[config.mk]
export PLATFORM = sky130hd
export DESIGN_NAME = construtor_caminho
export DESIGN_NICKNAME = d
export VERILOG_FILES = /design/src/rtl/construtor_caminho_pkg.sv /design/src/rtl/construtor_caminho_pilha.sv /design/src/rtl/construtor_caminho.sv
export SDC_FILE = /design/constraint.sdc
export NUM_CORES = 1
export LEC_CHECK = 0
export ABC_CLOCK_PERIOD_IN_PS = 3450
export BUFFER_PORTS_ARGS = -buffer_cell sky130_fd_sc_hd__buf_2
export CAP_MARGIN = 20
export CORE_UTILIZATION = 56
export CTS_CLUSTER_DIAMETER = 40
export DETAILED_ROUTE_END_ITERATION = 10
export PLACE_DENSITY = 0.75
export REMOVE_ABC_BUFFERS = 1
export SLEW_MARGIN = 20
export SYNTH_ARGS = -nofsm -noshare
export SYNTH_HDL_FRONTEND = slang
export SYNTH_SLANG_ARGS = --single-unit
[constraint.sdc]
create_clock -name clk -period 3.45 [get_ports clk]
set_input_delay 0.345 -clock clk [delete_from_list [all_inputs] [get_ports clk]]
set_output_delay 0.345 -clock clk [all_outputs]
set_load 0.01 [all_outputs]
[src/rtl/construtor_caminho_pkg.sv]
// Shared definitions for the path builder.
// Holds the default node-identifier width, the default path depth and the
// controller state encoding used by construtor_caminho.
package construtor_caminho_pkg;

  localparam int ADDR_WIDTH_DEF = 8;
  localparam int MAX_PATH_DEF   = 64;

  typedef enum logic [2:0] {
    IDLE   = 3'd0,
    LER    = 3'd1,
    ESPERA = 3'd2,
    SAIDA  = 3'd3,
    PRONTO = 3'd4
  } estado_t;

endpackage

[src/rtl/construtor_caminho_pilha.sv]
// pilha_caminho: LIFO holding the nodes of the path being built.
// The destination is pushed first, so popping yields the path source first.
// Ports:
//   clk, rst      clock, synchronous active-high reset (clears count only)
//   clr           synchronous clear of the count (contents left as they are)
//   push, din     write din on top (ignored when full)
//   pop           drop the top entry (ignored when empty)
//   top           current top entry, 0 when empty
//   count         number of stored entries
//   full, empty   status flags
// MAX_PATH must be at least 2.
module pilha_caminho
  import construtor_caminho_pkg::*;
#(
  parameter int  ADDR_WIDTH = ADDR_WIDTH_DEF,
  parameter int  MAX_PATH   = MAX_PATH_DEF,
  localparam int CNT_W      = $clog2(MAX_PATH + 1),
  localparam int IDX_W      = $clog2(MAX_PATH)
) (
  input  logic                  clk,
  input  logic                  rst,
  input  logic                  clr,
  input  logic                  push,
  input  logic                  pop,
  input  logic [ADDR_WIDTH-1:0] din,
  output logic [ADDR_WIDTH-1:0] top,
  output logic [CNT_W-1:0]      count,
  output logic                  full,
  output logic                  empty
);

  logic [ADDR_WIDTH-1:0] mem_r [MAX_PATH];
  logic [CNT_W-1:0]      count_r;
  logic [IDX_W-1:0]      top_idx_s;

  assign full  = (count_r == CNT_W'(MAX_PATH));
  assign empty = (count_r == {CNT_W{1'b0}});
  assign count = count_r;

  // Low bits minus one also give the right slot when count equals a power of two.
  assign top_idx_s = count_r[IDX_W-1:0] - IDX_W'(1);
  assign top       = empty ? {ADDR_WIDTH{1'b0}} : mem_r[top_idx_s];

  // Storage write; contents are never reset, only the count is.
  always_ff @(posedge clk) begin
    if (push && !full) begin
      mem_r[count_r[IDX_W-1:0]] <= din;
    end
  end

  // Occupancy counter.
  always_ff @(posedge clk) begin
    if (rst || clr) begin
      count_r <= {CNT_W{1'b0}};
    end else if (push && !full) begin
      count_r <= count_r + CNT_W'(1);
    end else if (pop && !empty) begin
      count_r <= count_r - CNT_W'(1);
    end else begin
      count_r <= count_r;
    end
  end

endmodule

[src/rtl/construtor_caminho.sv]
// construtor_caminho: rebuilds a path by walking a predecessor memory from the
// destination back to the source, stacking nodes, then streams them source
// first.
// Ports:
//   clk, rst                        clock, synchronous active-high reset
//   construir_in, fonte_in, destino_in  start request and end points
//   pred_rd_out, pred_addr_out, pred_data_in  predecessor memory (1-cycle read)
//   no_out, no_valid_out, no_ready_in  path stream, valid/ready handshake
//   tamanho_out                     node count of the found path, 0 on error
//   caminho_valido_out              1 = path found, 0 = error
//   caminho_pronto_out, lido_in     result ready level / result consumed
module construtor_caminho
  import construtor_caminho_pkg::*;
#(
  parameter int  ADDR_WIDTH = ADDR_WIDTH_DEF,
  parameter int  MAX_PATH   = MAX_PATH_DEF,
  localparam int CNT_W      = $clog2(MAX_PATH + 1)
) (
  input  logic                  clk,
  input  logic                  rst,
  input  logic                  construir_in,
  input  logic [ADDR_WIDTH-1:0] fonte_in,
  input  logic [ADDR_WIDTH-1:0] destino_in,
  output logic                  pred_rd_out,
  output logic [ADDR_WIDTH-1:0] pred_addr_out,
  input  logic [ADDR_WIDTH-1:0] pred_data_in,
  output logic [ADDR_WIDTH-1:0] no_out,
  output logic                  no_valid_out,
  input  logic                  no_ready_in,
  output logic [CNT_W-1:0]      tamanho_out,
  output logic                  caminho_valido_out,
  output logic                  caminho_pronto_out,
  input  logic                  lido_in
);

  estado_t               state_r, state_nx;
  logic [ADDR_WIDTH-1:0] cur_r, cur_nx;
  logic [ADDR_WIDTH-1:0] fonte_r, fonte_nx;
  logic [CNT_W-1:0]      tamanho_r, tamanho_nx;
  logic                  valido_r, valido_nx;
  logic                  pred_rd_r, no_valid_r, pronto_r;
  logic [ADDR_WIDTH-1:0] pred_addr_r;

  logic                  push_s, pop_s, clr_s;
  logic [ADDR_WIDTH-1:0] din_s, top_s;
  logic [CNT_W-1:0]      count_s;
  logic                  full_s, empty_s;

  pilha_caminho #(
    .ADDR_WIDTH (ADDR_WIDTH),
    .MAX_PATH   (MAX_PATH)
  ) u_pilha (
    .clk   (clk),
    .rst   (rst),
    .clr   (clr_s),
    .push  (push_s),
    .pop   (pop_s),
    .din   (din_s),
    .top   (top_s),
    .count (count_s),
    .full  (full_s),
    .empty (empty_s)
  );

  // no_valid_r is only set in SAIDA, so pops can never coincide with pushes.
  assign pop_s = no_valid_r && no_ready_in && !empty_s;

  // Next-state and datapath decisions; construir_in/lido_in only matter in IDLE/PRONTO.
  always_comb begin
    state_nx   = state_r;
    cur_nx     = cur_r;
    fonte_nx   = fonte_r;
    tamanho_nx = tamanho_r;
    valido_nx  = valido_r;
    push_s     = 1'b0;
    clr_s      = 1'b0;
    din_s      = pred_data_in;
    case (state_r)
      IDLE: begin
        if (construir_in) begin
          push_s     = 1'b1;
          din_s      = destino_in;
          cur_nx     = destino_in;
          fonte_nx   = fonte_in;
          tamanho_nx = CNT_W'(1);
          valido_nx  = 1'b0;
          state_nx   = (destino_in == fonte_in) ? SAIDA : LER;
        end else begin
          state_nx = IDLE;
        end
      end
      LER: begin
        state_nx = ESPERA;
      end
      ESPERA: begin
        // A node that is its own predecessor marks "unreachable".
        if ((pred_data_in == cur_r) || full_s) begin
          clr_s      = 1'b1;
          tamanho_nx = {CNT_W{1'b0}};
          valido_nx  = 1'b0;
          state_nx   = PRONTO;
        end else begin
          push_s     = 1'b1;
          cur_nx     = pred_data_in;
          tamanho_nx = tamanho_r + CNT_W'(1);
          state_nx   = (pred_data_in == fonte_r) ? SAIDA : LER;
        end
      end
      SAIDA: begin
        if (pop_s && (count_s == CNT_W'(1))) begin
          valido_nx = 1'b1;
          state_nx  = PRONTO;
        end else begin
          state_nx = SAIDA;
        end
      end
      PRONTO: begin
        if (lido_in) begin
          tamanho_nx = {CNT_W{1'b0}};
          valido_nx  = 1'b0;
          state_nx   = IDLE;
        end else begin
          state_nx = PRONTO;
        end
      end
      default: begin
        state_nx = IDLE;
      end
    endcase
  end

  // State, datapath and output registers; outputs are decoded from the next state.
  always_ff @(posedge clk) begin
    if (rst) begin
      state_r     <= IDLE;
      cur_r       <= {ADDR_WIDTH{1'b0}};
      fonte_r     <= {ADDR_WIDTH{1'b0}};
      tamanho_r   <= {CNT_W{1'b0}};
      valido_r    <= 1'b0;
      pred_rd_r   <= 1'b0;
      pred_addr_r <= {ADDR_WIDTH{1'b0}};
      no_valid_r  <= 1'b0;
      pronto_r    <= 1'b0;
    end else begin
      state_r     <= state_nx;
      cur_r       <= cur_nx;
      fonte_r     <= fonte_nx;
      tamanho_r   <= tamanho_nx;
      valido_r    <= valido_nx;
      pred_rd_r   <= (state_nx == LER);
      pred_addr_r <= (state_nx == LER) ? cur_nx : {ADDR_WIDTH{1'b0}};
      no_valid_r  <= (state_nx == SAIDA);
      pronto_r    <= (state_nx == PRONTO);
    end
  end

  assign pred_rd_out        = pred_rd_r;
  assign pred_addr_out      = pred_addr_r;
  assign no_valid_out       = no_valid_r;
  assign no_out             = no_valid_r ? top_s : {ADDR_WIDTH{1'b0}};
  assign tamanho_out        = tamanho_r;
  assign caminho_valido_out = valido_r;
  assign caminho_pronto_out = pronto_r;

endmodule

* Yosys cells after proc, flatten, opt, wreduce, memory -nomap -nowiden
Memories as Yosys holds them, arrays and structs flattened.
Cells that the tools add are included.
** Word-level totals
- Bits in registers :: 45
- RAM bits :: 512
- Input port bits :: 29
- Logic and storage cells :: 82
- Memories :: 1
** Cells by class
- $add $sub $neg :: 4
- Eq/ne operators :: 16
- Mux-type cells :: 32
- Bitwise logic cells :: 1
- Reduce and logical (&&, ||, !) cells :: 18
** Memory list
- u_pilha.mem_r :: depth 64, bits a word 8, rd ports 1, clocked after Yosys merged registers in 0, wr ports 1, RTL line construtor_caminho_pilha.sv:32 : logic [ADDR_WIDTH-1:0] mem_r [MAX_PATH];
** Operators with widths (count)
- 8-bit two-way mux :: 6
- 7-bit two-way mux :: 5
- 8-bit == test :: 3
- 7-bit one-hot mux with 3 select lines :: 1
- 8-bit one-hot mux with 2 select lines :: 1
- 3-bit one-hot mux with 5 select lines :: 1
- 7-bit by 1-bit adder with 7-bit output (second input constant) :: 2
- 1-bit two-way mux :: 10
- 3-bit by 2-bit == test with 1-bit output (second input constant) :: 3
- 3-bit two-way mux :: 3
- 2-bit inequality test (second input constant) :: 4
- 7-bit by 1-bit == test with 1-bit output (second input constant) :: 1
- 7-bit == test (second input constant) :: 1
- 7-bit logical NOT :: 1
- 7-bit by 1-bit subtractor with 7-bit output (second input constant) :: 1
- 3-bit by 1-bit == test with 1-bit output (second input constant) :: 2
- 3-bit == test (second input constant) :: 2
- 2-bit two-way mux :: 3
- 6-bit by 1-bit subtractor with 6-bit output (second input constant) :: 1
- 1-bit logical AND :: 5
- 5-bit AND reduction :: 1
- 1-bit one-hot mux with 4 select lines :: 1
- 4-bit nonzero test :: 1
- 3-bit logical NOT :: 1
- other kinds (9) :: 11

* Logic depth before layout (Yosys ltp)
- Depth in word-level cells :: 9
- Mapped depth :: 17

* Cells and area by module
Synthesis repeated with hierarchy kept, for this count alone.
** Second synthesis, totals
- Cells, all modules :: 1198
- Area total of the unflattened synthesis :: 22673.0 sq um
** Modules (own cells, without submodules)
- pilha_caminho :: instances 1, cells an instance 971, area an instance 20618.5 sq um, seq. area each 15514.9 sq um
- construtor_caminho :: instances 1, cells an instance 227, area an instance 2054.5 sq um, seq. area each 760.7 sq um

* Least setup slack after synthesis
Ideal clock, no wire load.
- Path type :: register to output
- Start point :: reg u_pilha.count_r[0], in the netlist u_pilha.count[0]
- End point :: out no_out[6]
- Arrival :: 3060 ps
- Data required time :: 3105 ps
- Setup slack :: 45 ps
- Stages on the path, launching flop included :: 16
- Path buffers :: 7
- Path through :: dfxtp_1 -> buf_6 -> buf_6 -> buf_6 -> buf_6 -> buf_4 -> inv_2 -> ha_1 -> buf_6 -> xor2_4 -> buf_6 -> mux4_2 -> nand2_1 -> nand3_1 -> a311oi_1 -> a21oi_1
** On the way
- Word-level cells in the longest chain between the ends :: 4
** RTL lines
- from (decl) :: RTL line construtor_caminho_pilha.sv:33 : logic [CNT_W-1:0] count_r;
- from (signal assigned) :: RTL line construtor_caminho_pilha.sv:54 : count_r <= {CNT_W{1'b0}};
- from (signal assigned) :: RTL line construtor_caminho_pilha.sv:56 : count_r <= count_r + CNT_W'(1);
- from (signal assigned) :: RTL line construtor_caminho_pilha.sv:58 : count_r <= count_r - CNT_W'(1);
- 6-bit by 1-bit subtractor with 6-bit output :: RTL line construtor_caminho_pilha.sv:41 : assign top_idx_s = count_r[IDX_W-1:0] - IDX_W'(1);
- memory 64 x 8 bit
- 8-bit two-way mux * :: RTL line construtor_caminho_pilha.sv:42 : assign top = empty ? {ADDR_WIDTH{1'b0}} : mem_r[top_idx_s];
- 8-bit two-way mux * :: RTL line construtor_caminho.sv:160 : assign no_out = no_valid_r ? top_s : {ADDR_WIDTH{1'b0}};
- to (decl) :: RTL line construtor_caminho.sv:27 : output logic [ADDR_WIDTH-1:0] no_out,
Every way passes the cells marked *; elsewhere a longest branch is shown, timed or not.

* Worst setup path in the final report
- Start point :: reg u_pilha.count_r[0], in the netlist u_pilha.count[0]
- End point :: out no_out[5]
The elaborated chain is that of the path after synthesis.

==> impl_metrics.env <==
export IMPL_dp_slack_ns=0.219
export IMPL_vias=12994
export IMPL_hp_start="pred_data_in[5]"
export IMPL_slowest_delay_ns=0.52
export IMPL_place_hpwl_um=32300
export IMPL_port_buffers=55
export IMPL_cts_sinks=557
export IMPL_cp_slowest_cell="mux4_2"
export IMPL_crit_required_ns=3.11
export IMPL_seq_area_mm2=0.0163
export IMPL_drive_gt1_share_pct=34.2
export IMPL_worstReg2RegEnd="u_pilha.mem_r[38][7]"
export IMPL_clk_path_buf_depth=3
export IMPL_peakVddDrop_v=0.000429
export IMPL_post_dp_cell_area_mm2=0.0241
export IMPL_synth_cell_types=68
export IMPL_grt_pass1_vias=12702
export IMPL_ys_top_cells_by_area="edfxtp_1, mux4_2, dfxtp_1, nand2_1, nor2_1"
export IMPL_power_density_mw_per_mm2=641
export IMPL_synth_area_per_cell_um2=18.1
export IMPL_cap_violations=0
export IMPL_crit_path_end_kind="output port"
export IMPL_synth_most_common_cell="edfxtp_1"
export IMPL_overflow=0
export IMPL_synth_flop_cell="edfxtp_1"
export IMPL_firstDrtPassIters=6
export IMPL_grt_max_degree=65
export IMPL_place_congestion=0.875
export IMPL_wire_per_inst_um=27.2
export IMPL_hold_viol_final=0
export IMPL_period_share_pct=100
export IMPL_die_width_um=203
export IMPL_status="complete, but fails checks"
export IMPL_path_class="reg2out"
export IMPL_detail_route_antenna_nets=0
export IMPL_clockRootBuffer="clkbuf_16"
export IMPL_fin_tns_setup_ns=-0.00873
export IMPL_crit_fanout=7
export IMPL_start_kind="flip-flop"
export IMPL_clk_pin_slew_ns=0.06
export IMPL_yosysTopAreaCell="edfxtp_1"
export IMPL_skew_ns=0.0272
export IMPL_multi_input_area_mm2=0.00612
export IMPL_dieArea_mm2=0.0411
export IMPL_ys_ff_latch=557
export IMPL_synthToLayoutAreaGrowth_pct=20.4
export IMPL_grt_usage_pct=26.7
export IMPL_leakagePower_nw=9.23
export IMPL_first_iter_violations=1438
export IMPL_whs_ns=0.0736
export IMPL_drc=0
export IMPL_antenna_found_initial=0
export IMPL_io_pins=56
export IMPL_drt_total_wl_um=55800
export IMPL_cp_cell_sequence="inv_4 -> ha_4 -> xor2_4 -> buf_12 -> buf_8 -> mux4_2 -> o22ai_2 -> a211oi_2 -> o31a_1 -> buf_2"
export IMPL_r2r_cells=10
export IMPL_fmax_mhz=289
export IMPL_hold_path_endpoint="cur_r[5]"
export IMPL_syn_area_mm2=0.0225
export IMPL_die_h_um=203
export IMPL_rrSetupSlack_ns=0.62
export IMPL_fin_crit_ns=3.46
export IMPL_diodes=0
export IMPL_yosys_warnings=0
export IMPL_cp_arrival_ns=3.11
export IMPL_fin_ws_ns=-0.00873
export IMPL_finalSetupViolCount=1
export IMPL_slew_viol_final=0
export IMPL_cts_max_level=2
export IMPL_fillers=2469
export IMPL_yosysSeqAreaShare_pct=72.2
export IMPL_netlist_top_cells_count="edfxtp_1, mux4_2, nand2_1"
export IMPL_r2r_start="u_pilha.count[0]"
export IMPL_num_rows=73
export IMPL_synth_edff_count=512
export IMPL_numCtsBuffers=61
export IMPL_finalNetCount=1511
export IMPL_total_power_mw=17.4
export IMPL_grt_setup_unrepaired="yes"
export IMPL_viasPerCell=6.32
export IMPL_postLayoutCellArea_mm2=0.0272
export IMPL_cts_tree="built"
export IMPL_synthArstFlopShare_pct=0
export IMPL_hold_class="in2reg"
export IMPL_grt_first_pass_wirelength_um=80100
export IMPL_worst_pin_slew_ns=0.808
export IMPL_start_util_pct=56.7
export IMPL_max_slew_margin_pct=45.9
export IMPL_hold_depth=3
export IMPL_insertion_delay_ns=0.63
export IMPL_core_mm2=0.0397
export IMPL_netlist_area_leader_share_pct=68.2
export IMPL_syn_inst=1247
export IMPL_violations="negative setup slack"
[per-layer routing]
metal,track usage [%],vias up,routed length [um]
li1,-,5460,-
met1,37.9,6656,21600
met2,42.6,767,27300
met3,4.09,111,5090
met4,9.64,0,1810
met5,0,-,0
[per-stage QoR]
stage	util (%)	cells
after floorplan	-	1191
after CTS	67.1	2028
after global routing	68.3	2056
after detailed placement	60.7	1883
after global placement	60.7	1883
final	68.3	2056
[layout by cell type, fill, tap and decap left out, types with 7 or more instances in the layout]
cell type | netlist | layout
edfxtp_1 | 512 | 512
mux4_2 | 128 | 128
buf_4 | 10 | 127
nand2_1 | 107 | 103
nor2_1 | 101 | 100
clkbuf_16 | 0 | 64
buf_2 | 10 | 55
dfxtp_1 | 45 | 41
nand3_1 | 43 | 36
a21oi_1 | 33 | 30
xnor2_1 | 29 | 28
mux2i_1 | 27 | 24
buf_12 | 0 | 14
clkinv_2 | 0 | 12
o21ai_0 | 11 | 11
nand4_1 | 10 | 10
and2_1 | 9 | 9
clkinv_1 | 0 | 9
nor3_1 | 9 | 8
nand3_2 | 3 | 8
clkinvlp_4 | 0 | 8
dlygate4sd3_1 | 0 | 8
inv_6 | 0 | 7
a21o_2 | 0 | 7
xor2_1 | 7 | 7
and3_1 | 7 | 7
a221oi_1 | 7 | 7
buf_6 | 14 | 7
[cell families after synthesis]
| kind of cell | synth area share, % |
|---|---|
| fa+ha+maj | 0.222 |
| simple gates | 6.56 |
| mux | 14.0 |
| compound gates | 3.55 |
| buf+inv | 1.77 |
| xor+xnor | 1.72 |
| flops | 72.2 |
[final cells by class]
| type | instances | share of cell area (%) |
|---|---|---|
| flip-flops and latches | 557 | 60.0 |
| multi-input cells | 628 | 22.5 |
| repair buffers | 224 | 7.41 |
| clock buffers | 64 | 5.66 |
| well taps | 525 | 2.42 |
| clock inverters | 52 | 1.88 |
| inverters | 6 | 0.111 |
[critical path, delay by kind of cell (launching register included)]
family          cells  cell delay (ns)
compound gates      3             0.63
xor+xnor            1             0.24
fa+ha+maj           1             0.19
buf+inv             4             0.53
flops               1             0.38
mux                 1             0.52
[report_power, final]
| part | switching, mW | total (mW) | internal, mW | leakage [nW] |
|---|---|---|---|---|
| clock network | 2.76 | 6.52 | 3.76 | 0.992 |
| registers | 0.0379 | 7.59 | 7.55 | 4.99 |
| logic | 1.83 | 3.30 | 1.47 | 3.25 |
[sequential cells by signal, summed over array words and instances (netlist names)]
| name | count |
|---|---|
| no_valid_out | 1 |
| pred_rd_out | 1 |
| pred_addr_out | 8 |
| state_r | 3 |
| caminho_valido_out | 1 |
| u_pilha.mem_r | 512 |
| tamanho_out | 7 |
| cur_r | 8 |
| fonte_r | 8 |
| u_pilha.count | 7 |
| caminho_pronto_out | 1 |
[timing repair]
action                     in CTS  in global routing
pin swaps                       3                 12
resized for setup              28                 41
setup endpoints to repair       8                  8
cloned                          4                  3
setup buffers                  17                 25
hold buffers                    8                  0
hold endpoints to repair        8                  0
[how the worst max path moves through the flow]
stage                     startpoint   endpoint  cells past startpoint
finish              u_pilha.count[0]  no_out[5]                     10
global route        u_pilha.count[0]  no_out[5]                     10
CTS                 u_pilha.count[0]  no_out[2]                      8
detailed placement  u_pilha.count[2]  no_out[2]                      6
global placement    u_pilha.count[2]  no_out[0]                      6
floorplan           u_pilha.count[0]  no_out[4]                      8
No activity file was read; power rests on OpenSTA's default activity.
